<file path="src/rtl/adder_tree_pipelined.sv">
// Pipelined, full-precision adder tree with a valid/ready handshake and a global stall.
// Each tree level is one registered stage, so the result appears LEVELS cycles after the beat is accepted.

module adder_tree_node #(
  parameter int W      = 8,
  parameter int SIGNED = 0
) (
  input  logic [W-1:0] a,
  input  logic [W-1:0] b,
  output logic [W:0]   y
);
  logic ea, eb;
  assign ea = (SIGNED != 0) ? a[W-1] : 1'b0;
  assign eb = (SIGNED != 0) ? b[W-1] : 1'b0;
  assign y  = {ea, a} + {eb, b};
endmodule

module adder_tree_pipelined #(
  parameter  int N_INPUTS = 4,
  parameter  int IN_W     = 8,
  parameter  int SIGNED   = 0,
  localparam int LEVELS   = $clog2(N_INPUTS),
  localparam int OUT_W    = IN_W + LEVELS
) (
  input  logic                     clk,
  input  logic                     rst,
  input  logic                     in_valid,
  output logic                     in_ready,
  input  logic [N_INPUTS*IN_W-1:0] in_data,
  output logic                     out_valid,
  input  logic                     out_ready,
  output logic [OUT_W-1:0]         out_sum
);

  if (N_INPUTS < 2 || (N_INPUTS & (N_INPUTS - 1)) != 0) begin : g_bad_n
    $error("adder_tree_pipelined: N_INPUTS must be a power of 2 and >= 2");
  end

  logic              stall, adv;
  logic [LEVELS:1]   vld_q;
  logic [LEVELS:0]   vld_pipe;

  // A result waiting on the consumer freezes the whole pipe.
  assign stall    = out_valid & ~out_ready;
  assign adv      = ~stall;
  assign in_ready = ~stall;
  assign vld_pipe = {vld_q, in_valid & in_ready};

  always_ff @(posedge clk or posedge rst) begin
    if (rst)      vld_q <= '0;
    else if (adv) vld_q <= vld_pipe[LEVELS-1:0];
  end

  genvar k, i;
  for (k = 0; k <= LEVELS; k++) begin : lvl
    localparam int W = IN_W + k;
    localparam int N = N_INPUTS >> k;
    logic [N-1:0][W-1:0] sum;

    if (k == 0) begin : g_in
      assign sum = in_data;
    end else begin : g_st
      logic [N-1:0][W-1:0] nxt;
      for (i = 0; i < N; i++) begin : node
        adder_tree_node #(.W(W-1), .SIGNED(SIGNED)) u_node (
          .a (lvl[k-1].sum[2*i]),
          .b (lvl[k-1].sum[2*i+1]),
          .y (nxt[i])
        );
      end
      // Bubbles leave the stage data untouched.
      always_ff @(posedge clk or posedge rst) begin
        if (rst)                      sum <= '0;
        else if (adv && vld_pipe[k-1]) sum <= nxt;
      end
    end
  end

  assign out_valid = vld_pipe[LEVELS];
  assign out_sum   = lvl[LEVELS].sum[0];

endmodule

</file>
<file path="config.mk">
export PLATFORM = sky130hd
export DESIGN_NAME = adder_tree_pipelined
export DESIGN_NICKNAME = d
export VERILOG_FILES = /design/src/rtl/adder_tree_pipelined.sv
export SDC_FILE = /design/constraint.sdc
export NUM_CORES = 1
export LEC_CHECK = 0
export ABC_AREA = 1
export BUFFER_PORTS_ARGS = -buffer_cell sky130_fd_sc_hd__buf_2
export CORE_AREA = 5 5 96 98
export DETAILED_ROUTE_END_ITERATION = 6
export DIE_AREA = 0 0 101 103
export GPL_TIMING_DRIVEN = 0
export PLACE_DENSITY_LB_ADDON = 0.05
export SLEW_MARGIN = 20
export SYNTH_ARGS = -nofsm -noshare
export SYNTH_HDL_FRONTEND = slang
export SYNTH_SLANG_ARGS = --single-unit
export TNS_END_PERCENT = 5
</file>
<file path="constraint.sdc">
create_clock -name clk -period 1.7 [get_ports clk]
set_input_delay 0.34 -clock clk [delete_from_list [all_inputs] [get_ports clk]]
set_output_delay 0.34 -clock clk [all_outputs]
set_load 0.05 [all_outputs]
</file>
==> summary.txt <==
die area -> 10400 um^2
setup TNS -> 0 ns
RR Startpoint -> lvl[1].sum[0]
Synth-to-Final Area Change -> 21.0%
Detailed Route WL -> 5220 um
peak supply drop -> 0.338 mV
footprint of the multi-input gates -> 1360 um^2
# fillers -> 939
cell accounting for the most synthesized area -> dfrtp_1
Fmax achieved -> 652 MHz
outcome -> completed
Post-Syn Area -> 2260 um^2
Crit Path Max Fanout -> 3
number of max-cap violations -> 0
Leak -> 1.52 nW
I/O pin count -> 48
Synth Instances -> 309
Cell Chain, Critical Path -> inv_1 > nor2_4 > inv_1 > buf_2
final setup violation count -> 0
PD cells -> 1210 nW/um^2
global-route wire length before repair -> 8850 um
Area after DPL -> 2630 um^2
Critical Path RT -> 1.36 ns
delay of the slowest critical-path stage -> 0.34 ns
Via density -> 4.29
Seq/Total Area, Yosys -> 0.332
GRT overflow -> 0
Clock Tree Root -> clkbuf_8
cell area after layout -> 2740 um^2
Critical Path Source Type -> register
library cells used by synthesis -> 24
critical path's most frequent cell -> inv_1
Worst-path clk slew -> 0.06 ns
worst slew pin tran -> 0.636 ns
dpl hpwl -> 4350 um
drc violations -> 0
Synth Warn # -> 0
Critical Path AT -> 1.19 ns
initial antenna violation count -> 0
DRT iter0 DRCs -> 71
setup bufs post-CTS -> 0
Worst setup startpoint -> vld_q[2]
max-slew violation count -> 0
syn_nets -> 373
total track usage -> 0.108
worst hold margin -> 0.133 ns
Hold Violations, Final -> 0
layout cells sized above 1 -> 0.198
initial core utilization -> 0.270
Setup CP Type -> register to output pin
Buf/Inv on CP -> 3
die height -> 103 um
Num CTS Buffers -> 5
hold crit path type -> input pin to async pin
total power -> 3.31 mW
Max-slew headroom -> 0.575
largest net degree at the start of global routing -> 31
worst skew pair latency -> 0.28 ns
Vias -> 2023
Port Buf Inserts -> 47
post-route minimum period -> 1.53 ns
# hold bufs at CTS -> 0
# nets final -> 427
Tcrit/Tclk final -> 0.902
register area -> 751 um^2
Util after Layout -> 0.327
post-cts sizing count -> 0
average wire per standard cell -> 11.1 um
n_diodes -> 0
synthesized flop and latch total -> 30
cell family with most CP delay -> buffers and inverters
Final Non-Filler Cells -> 472
CTS H-tree depth -> 2
deepest clock path buffer count -> 2
clock sinks -> 30
Routability Congestion -> 0.712
mean area per synthesized cell -> 7.32 um^2
num rows -> 34
vias in the first global route -> 1925
top post-synthesis cells by area -> dfrtp_1 33%, nand2_1 20%, ha_1 14%
Horiz. Die Dim -> 101 um
post-route setup slack -> 0.167 ns
slowest cell on the critical path -> dfrtp_1
Post-DRT Antenna Nets -> 0
Place WS -> -0.0343 ns
RSZ-0062 raised after global routing -> false
clk_skew -> 0.00482 ns
Cell Count Post-Placement -> 464
Crit. End Element -> output pin
CTS tree -> done
drt first pass iters -> 4
Synth top area share -> 0.332
Core Box Area -> 8380 um^2
==> routing by layer <==
metal / GRT usage / wire [um] / part of all wire
met3: 0.0162 / 225 / 0.043
met5: 0 / 0 / 0
met4: 0.0399 / 84 / 0.016
met1: 0.147 / 2600 / 0.50
met2: 0.173 / 2310 / 0.44
==> flip-flops by register name, indices dropped and copies added, names as in the netlist <==
| name | flops |
|---|---|
| vld_q | 2 |
| out_sum | 10 |
| lvl.sum | 18 |
==> cells by family (layout without fill, tap and decap cells) <==
| group | Yosys count | in the layout | share of synthesized area |
|---|---|---|---|
| AND/OR/NAND/NOR | 181 | 181 | 0.348 |
| XOR/XNOR | 3 | 3 | 0.0116 |
| adder cells (fa/ha/maj) | 28 | 28 | 0.165 |
| flip-flops | 30 | 30 | 0.332 |
| AO/OA/AOI/OAI | 28 | 28 | 0.0708 |
| buffers and inverters | 39 | 94 | 0.0730 |
==> worst register-to-register path: cells and delay by family (launching register included) <==
kind	cells	cell delay [ns]
flip-flops	1	0.39
adder cells (fa/ha/maj)	2	0.55
AND/OR/NAND/NOR	6	0.48
==> Yosys cell counts, drive strengths merged <==
| master | n |
|---|---|
| xnor2 | 3 |
| dfrtp | 30 |
| o21bai | 2 |
| ha | 25 |
| buf | 4 |
| a21oi | 16 |
| nand3b | 6 |
| or2 | 6 |
| fa | 3 |
| inv | 35 |
| nor3 | 1 |
| nand2 | 118 |
| nor2 | 19 |
| o21ai | 10 |
| nand3 | 31 |
==> layout make-up <==
class	count	share of cell area
flip-flops and latches	30	0.274
repair buffers	47	0.0859
inverters	35	0.0489
well taps	108	0.0494
clock inverters	1	0.00183
plain buffers	4	0.0114
multi-input cells	240	0.497
clock buffers	7	0.0315
==> path summary, 6_finish.rpt <==
path | cells after the start | end | slack, ns
worst min register to register | 2 | out_sum[5] | 0.47
worst max register to register | 8 | out_sum[6] | 0.17
max in group asynchronous | 2 | lvl[1].sum[11] | 1.14
worst min-delay path | 2 | out_sum[1] | 0.13
worst max-delay path | 4 | in_ready | 0.17
min in group clk | 4 | lvl[1].sum[0] | 0.37
==> power breakdown <==
group	switching (mW)	total, mW	internal [mW]
clock	0.272	0.599	0.326
combinational	1.14	1.67	0.532
sequential	0.121	1.05	0.926
total	1.53	3.31	1.78
==> layout by cell type (no fill, tap or decap), drive strengths merged <==
master / n
a21oi: 16
buf: 51
clkbuf: 7
clkinv: 1
dfrtp: 30
fa: 3
ha: 25
inv: 35
nand2: 118
nand3: 31
nand3b: 6
nor2: 19
nor3: 1
o21ai: 10
o21bai: 2
or2: 6
xnor2: 3
No activity file was read; power rests on OpenSTA's default activity.
